<file path="src/rtl/alu_pkg.sv">
// Shared ALU encodings: func codes, instruction field layout and the decode
// helpers used by the operand-fetch stage.
package alu_pkg;

    localparam logic [3:0] FN_ADD  = 4'b0000;
    localparam logic [3:0] FN_SLL  = 4'b0011;
    localparam logic [3:0] FN_SLR  = 4'b0100;
    localparam logic [3:0] FN_SPEC = 4'b0111;
    localparam logic [3:0] FN_BLT  = 4'b1010;
    localparam logic [3:0] FN_BE   = 4'b1011;

    typedef struct packed {
        logic [3:0] func;
        logic [2:0] rd;
        logic [2:0] rs1;
        logic [2:0] rs2;
        logic [2:0] spec_fun;
    } instr_t;

    function automatic logic writes_rd(input logic [3:0] f);
        return (f == FN_ADD) || (f == FN_SLL) || (f == FN_SLR) || (f == FN_SPEC);
    endfunction

    function automatic logic uses_rs2(input logic [3:0] f);
        return (f == FN_ADD) || (f == FN_SLL) || (f == FN_SLR) ||
               (f == FN_BLT) || (f == FN_BE);
    endfunction

endpackage

</file>
<file path="src/rtl/reg_file.sv">
// Register file: NREGS x DATA_W, two asynchronous read ports, one write port,
// r0 hard-wired to zero.
module reg_file #(
    parameter int unsigned DATA_W = 8,
    parameter int unsigned NREGS  = 8
) (
    input  logic              clock,
    input  logic              reset_n,
    input  logic              wr_en,
    input  logic [2:0]        wr_addr,
    input  logic [DATA_W-1:0] wr_data,
    input  logic [2:0]        rd_addr1,
    output logic [DATA_W-1:0] rd_data1,
    input  logic [2:0]        rd_addr2,
    output logic [DATA_W-1:0] rd_data2
);

    logic [NREGS-1:0][DATA_W-1:0] mem_q, mem_d;

    always_comb begin
        mem_d = mem_q;
        if (wr_en && wr_addr != '0) mem_d[wr_addr] = wr_data;
    end

    always_ff @(posedge clock or negedge reset_n) begin
        if (!reset_n) mem_q <= '0;
        else          mem_q <= mem_d;
    end

    assign rd_data1 = (rd_addr1 == '0) ? '0 : mem_q[rd_addr1];
    assign rd_data2 = (rd_addr2 == '0) ? '0 : mem_q[rd_addr2];

endmodule

</file>
<file path="src/rtl/decode_stage.sv">
// Operand-fetch/decode stage ahead of the 8-bit ALU: register read, scoreboard
// hazard stall, write-back forwarding and a one-entry output register.
module decode_stage import alu_pkg::*; #(
    parameter int unsigned DATA_W = 8,
    parameter int unsigned NREGS  = 8,
    parameter bit          BYPASS = 1'b1
) (
    input  logic              clock,
    input  logic              reset_n,
    input  logic              in_valid,
    output logic              in_ready,
    input  logic [15:0]       in_instr,
    input  logic              wb_en,
    input  logic [2:0]        wb_addr,
    input  logic [DATA_W-1:0] wb_data,
    output logic              out_valid,
    input  logic              out_ready,
    output logic [DATA_W-1:0] reg1,
    output logic [DATA_W-1:0] reg2,
    output logic [3:0]        func,
    output logic [2:0]        spec_fun,
    output logic [2:0]        out_rd,
    output logic              out_wr_en
);

    instr_t ins;
    assign ins = in_instr;

    logic              wr_rd, use2, hazard, accept;
    logic [NREGS-1:0]  busy_q, busy_d, busy_eff;
    logic [DATA_W-1:0] rf_rd1, rf_rd2, op1, op2;

    logic              out_valid_q, out_valid_d;
    logic [DATA_W-1:0] reg1_q, reg1_d, reg2_q, reg2_d;
    logic [3:0]        func_q, func_d;
    logic [2:0]        spf_q, spf_d, rd_q, rd_d;
    logic              wr_en_q, wr_en_d;

    reg_file #(.DATA_W(DATA_W), .NREGS(NREGS)) u_reg_file (
        .clock    (clock),
        .reset_n  (reset_n),
        .wr_en    (wb_en),
        .wr_addr  (wb_addr),
        .wr_data  (wb_data),
        .rd_addr1 (ins.rs1),
        .rd_data1 (rf_rd1),
        .rd_addr2 (ins.rs2),
        .rd_data2 (rf_rd2)
    );

    always_comb begin
        wr_rd = writes_rd(ins.func);
        use2  = uses_rs2(ins.func);

        // With forwarding, a register being written back this cycle is already usable.
        busy_eff = busy_q;
        if (BYPASS && wb_en) busy_eff[wb_addr] = 1'b0;
        hazard = busy_eff[ins.rs1] | (use2 & busy_eff[ins.rs2]) | (wr_rd & busy_eff[ins.rd]);

        in_ready = (!out_valid_q || out_ready) && !hazard;
        accept   = in_valid && in_ready;

        op1 = rf_rd1;
        op2 = rf_rd2;
        if (BYPASS && wb_en && wb_addr != '0) begin
            if (wb_addr == ins.rs1) op1 = wb_data;
            if (wb_addr == ins.rs2) op2 = wb_data;
        end

        // Set is applied after clear so a same-register collision stays busy.
        busy_d = busy_q;
        if (wb_en) busy_d[wb_addr] = 1'b0;
        if (accept && wr_rd && ins.rd != '0) busy_d[ins.rd] = 1'b1;

        out_valid_d = out_valid_q;
        reg1_d      = reg1_q;
        reg2_d      = reg2_q;
        func_d      = func_q;
        spf_d       = spf_q;
        rd_d        = rd_q;
        wr_en_d     = wr_en_q;
        if (out_ready) out_valid_d = 1'b0;
        if (accept) begin
            out_valid_d = 1'b1;
            reg1_d      = op1;
            reg2_d      = op2;
            func_d      = ins.func;
            spf_d       = ins.spec_fun;
            rd_d        = ins.rd;
            wr_en_d     = wr_rd;
        end
    end

    always_ff @(posedge clock or negedge reset_n) begin
        if (!reset_n) begin
            busy_q      <= '0;
            out_valid_q <= 1'b0;
            reg1_q      <= '0;
            reg2_q      <= '0;
            func_q      <= '0;
            spf_q       <= '0;
            rd_q        <= '0;
            wr_en_q     <= 1'b0;
        end else begin
            busy_q      <= busy_d;
            out_valid_q <= out_valid_d;
            reg1_q      <= reg1_d;
            reg2_q      <= reg2_d;
            func_q      <= func_d;
            spf_q       <= spf_d;
            rd_q        <= rd_d;
            wr_en_q     <= wr_en_d;
        end
    end

    assign out_valid = out_valid_q;
    assign reg1      = reg1_q;
    assign reg2      = reg2_q;
    assign func      = func_q;
    assign spec_fun  = spf_q;
    assign out_rd    = rd_q;
    assign out_wr_en = wr_en_q;

endmodule
</file>
<file path="config.mk">
export PLATFORM = sky130hd
export DESIGN_NAME = decode_stage
export DESIGN_NICKNAME = d
export VERILOG_FILES = /design/src/rtl/alu_pkg.sv /design/src/rtl/reg_file.sv /design/src/rtl/decode_stage.sv
export SDC_FILE = /design/constraint.sdc
export NUM_CORES = 1
export LEC_CHECK = 0
export ABC_CLOCK_PERIOD_IN_PS = 2400
export CAP_MARGIN = 20
export CORE_ASPECT_RATIO = 0.8
export CORE_MARGIN = 2
export CORE_UTILIZATION = 50
export DETAILED_ROUTE_END_ITERATION = 8
export GPL_TIMING_DRIVEN = 0
export HOLD_SLACK_MARGIN = 0.15
export PLACE_DENSITY = 0.72
export SLEW_MARGIN = 30
export SYNTH_ARGS = -nofsm -noshare
export SYNTH_HDL_FRONTEND = slang
export SYNTH_SLANG_ARGS = --single-unit
</file>
<file path="constraint.sdc">
create_clock -name clock -period 2.4 [get_ports clock]
set_input_delay 0.48 -clock clock [delete_from_list [all_inputs] [get_ports clock]]
set_output_delay 0.48 -clock clock [all_outputs]
set_load 0.01 [all_outputs]
</file>
==> metrics.md <==
| Metric | Value |
|---|---|
| CTS tree | built |
| Final hold violations | 0 |
| Layout area overhead | 27.7% |
| PwrDens | 790 mW/mm² |
| Max Cap Viol | 0 |
| Mapped Nets | 499 |
| WP data arrival | 2.21 ns |
| Number of diodes | 0 |
| Worst-path fanout max | 7 |
| # IOs | 61 |
| Antenna violations before repair | 0 |
| Top_reg_cell synth | dfrtp_1 |
| Layout cells sized above 1 | 34.4% |
| Vias in the first global route | 4220 |
| Residual DRC count | 0 |
| Crit path kind | in -> out |
| Cells along the critical path | buf_8, or4b_4, buf_4, a32oi_1, a22oi_1, a31o_4, nor3_2, buf_2 |
| Crit path buf inv count | 3 |
| Grt ovf | 0 |
| R2R setup slack | 0 ns |
| Critical path launch point type | input pin |
| DRT antenna net count | 0 |
| Die Y-Extent | 97.1 µm |
| Synth async-reset ratio | 100% |
| Root Driver | clkbuf_16 |
| Core Area | 0.0104 mm² |
| Die ar. | 0.0117 mm² |
| Post-synth EDFFs | 0 |
| Port Buffers | 50 |
| Setup crit start | wb_addr[0] |
| Top post-synthesis cells by area | dfrtp_1, mux4_2, mux2_2 |
| Top achievable clock speed | 372 MHz |
| Slew headroom | 59.0% |
| DP Wirelength | 9.67 mm |
| Leakage | 3.08 nW |
| Area share of the largest cell type after synthesis | 46.2% |
| Clock-pin slew on the worst setup and hold paths | 0.07 ns |
| FF+latch count, synth | 100 |
| Clock Tree Buf Depth | 2 |
| H-tree levels | 3 |
| Die Width | 120 µm |
| Status | finished with violations |
| Gate Count Post-Synth | 467 |
| Drt wl/cell | 21.3 µm |
| Num Clock Sinks | 100 |
| Worst path depth | 8 |
| Routability congestion estimate | 0.878 |
| CP Capture Type | output pin |
| Failing checks | setup timing |
| CTS buffer count | 9 |
| Slowest stage delay, CP | 0.55 ns |
| First-pass GRT wire length | 23.6 mm |
| Clk_skew | 0.00701 ns |
| YS warnings | 0 |
| Pre-CTS WS | -1.29 ns |
| Endpoints failing setup | 35 |
| Worst slew pin tran | 0.615 ns |
| Vias/cell | 5.92 |
| RSZ-0062 raised after global routing | true |
| Worst r2r src | busy_q[2]$_DFF_PN0_ |
| Clock latency on the worst-skew pair | 0.35 ns |
| Worst EP required | 1.92 ns |
| Total wire length after detailed routing | 14.8 mm |
| DR vias | 4097 |
| Sequential fraction of the synthesis area | 46.2% |
| Mapped Area | 0.00542 mm² |
| Yosys top cell by area | dfrtp_1 |
| Crit path max-delay family | simple AND/OR/NAND/NOR gates |
| Area after DPL | 0.00622 mm² |
| DRT iter0 DRCs | 279 |
| HP Class | in -> reg |
| Final setup margin | -0.289 ns |
| Largest net degree at the start of global routing | 55 |
| Starting Density | 52.1% |
| Most common cell after layout, fill and taps aside | dfrtp_1 |
| GRT Util Overall | 26.7% |
| Distinct cells, synth | 49 |
| Worst Hold Path Cells | 3 |
| VDD IR max | 388 µV |
| Period utilization | 112% |
| FF-to-FF path depth | 10 |
| Hold Startpoint | wb_data[1] |
| Syn avg cell area | 11.6 µm² |
| Post-route cell area | 0.00692 mm² |
| Clock period minus worst slack | 2.69 ns |
| Slew Viols, Final | 0 |
| TritonRoute pass-1 iters | 5 |
| Commonest non-fill, non-tap cells in the layout | dfrtp_1, nand2_1, clkdlybuf4s50_1 |
| Layout Nets | 581 |
| Crit-path slowest cell | or4b_4 |
| Num rows | 33 |
[cells in the mapped netlist (2+ instances only)]
| cell | instances |
|---|---|
| a211o_1 | 3 |
| a21oi_1 | 2 |
| a32o_1 | 6 |
| a32oi_1 | 4 |
| and2_1 | 3 |
| and3_1 | 2 |
| buf_1 | 5 |
| buf_2 | 13 |
| clkbuf_1 | 22 |
| clkbuf_2 | 8 |
| dfrtp_1 | 100 |
| inv_1 | 6 |
| mux2_1 | 3 |
| mux2_2 | 52 |
| mux2_4 | 4 |
| mux2i_1 | 17 |
| mux4_2 | 32 |
| nand2_1 | 98 |
| nand2b_1 | 5 |
| nand3_1 | 5 |
| nand4_1 | 5 |
| nand4b_1 | 3 |
| nand4bb_1 | 2 |
| nor2_1 | 6 |
| nor2b_1 | 8 |
| nor3_1 | 5 |
| nor4bb_1 | 2 |
| o2111ai_1 | 2 |
| o21ai_0 | 14 |
| o21ai_1 | 6 |
| or2_2 | 2 |
| or3b_1 | 2 |
| xnor2_1 | 4 |
[per-stage QoR]
step	TNS, ns	power (mW)	cells	utilization (%)	hold slack [ns]
CTS	-3.68	5.46	691	66.1	0.440
global placement	-319.98	3.82	657	59.5	0.454
detailed placement	-39.27	3.90	658	59.8	0.447
finish	-6.37	5.46	692	66.5	0.450
global route	-9.83	5.71	692	66.5	0.466
floorplan	-1.61	3.22	467	-	0.184
[sequential cells by signal, indices dropped and copies added, names as in the netlist]
name and flops:
spec_fun 3, out_valid 1, func 4, busy_q 8, reg1 8, out_wr_en 1
reg2 8, out_rd 3, u_reg_file.mem_q 64
[cells by family (layout without fill, tap and decap cells)]
| logic type | after synthesis | count (layout) | share of synthesized area, % |
|---|---|---|---|
| multiplexers | 108 | 108 | 29.0 |
| buffers and inverters | 55 | 140 | 4.44 |
| AO/OA/AOI/OAI | 47 | 47 | 6.17 |
| XOR/XNOR | 5 | 5 | 0.808 |
| flip-flops | 100 | 100 | 46.2 |
| AND/OR/NAND/NOR | 152 | 152 | 13.4 |
[worst reg2reg max path: stages, from the launching register on]
cell and delay (ns):
dfrtp_1 0.42, and2_1 0.15, a32o_2 0.23, a32oi_2 0.19, o211ai_1 0.16, buf_4 0.18, buf_6 0.11, nor3_4 0.24
buf_6 0.16, buf_8 0.13, mux2_4 0.30
[worst paths after layout]
kind | endpoint
setup / recovery | in_ready
hold / removal | u_reg_file.mem_q[25]$_DFFE_PN0P_
setup reg to reg | spec_fun[0]$_DFFE_PN0P_
hold reg to reg | u_reg_file.mem_q[6]$_DFFE_PN0P_
max in group asynchronous | reg2[3]$_DFFE_PN0P_
min in group asynchronous | u_reg_file.mem_q[3]$_DFFE_PN0P_
[what timing repair did]
item,in CTS,in global routing
setup buffers,18,2
endpoints found under the setup margin,36,35
hold buffers,1,0
gates resized for setup,108,9
gates cloned,2,0
hold endpoints to repair,46,0
pin swaps,13,8
[layout make-up]
type / count / area (µm²)
plain buffers: 47 / 305
clock buffers: 10 / 239
clock inverters: 4 / 51.3
fillers: 793 / 3490
inverters: 6 / 26.3
multi-input cells: 312 / 2880
flip-flops and latches: 100 / 2500
well taps: 140 / 175
repair buffers: 73 / 737
[per-layer routing]
metal	vias up	global-route usage (%)	wire, µm
met5	-	0	0
met2	159	41.3	6920
li1	1847	-	-
met3	19	4.87	1050
met1	2072	39.4	6580
met4	0	6.26	198
[power by group]
part	switching [mW]	total [mW]	leakage [nW]	internal, mW
Sequential	0.260	2.33	1.25	2.07
Combinational	0.658	1.69	1.69	1.03
Clock	0.622	1.45	0.140	0.825
No activity file was read; power rests on OpenSTA's default activity.
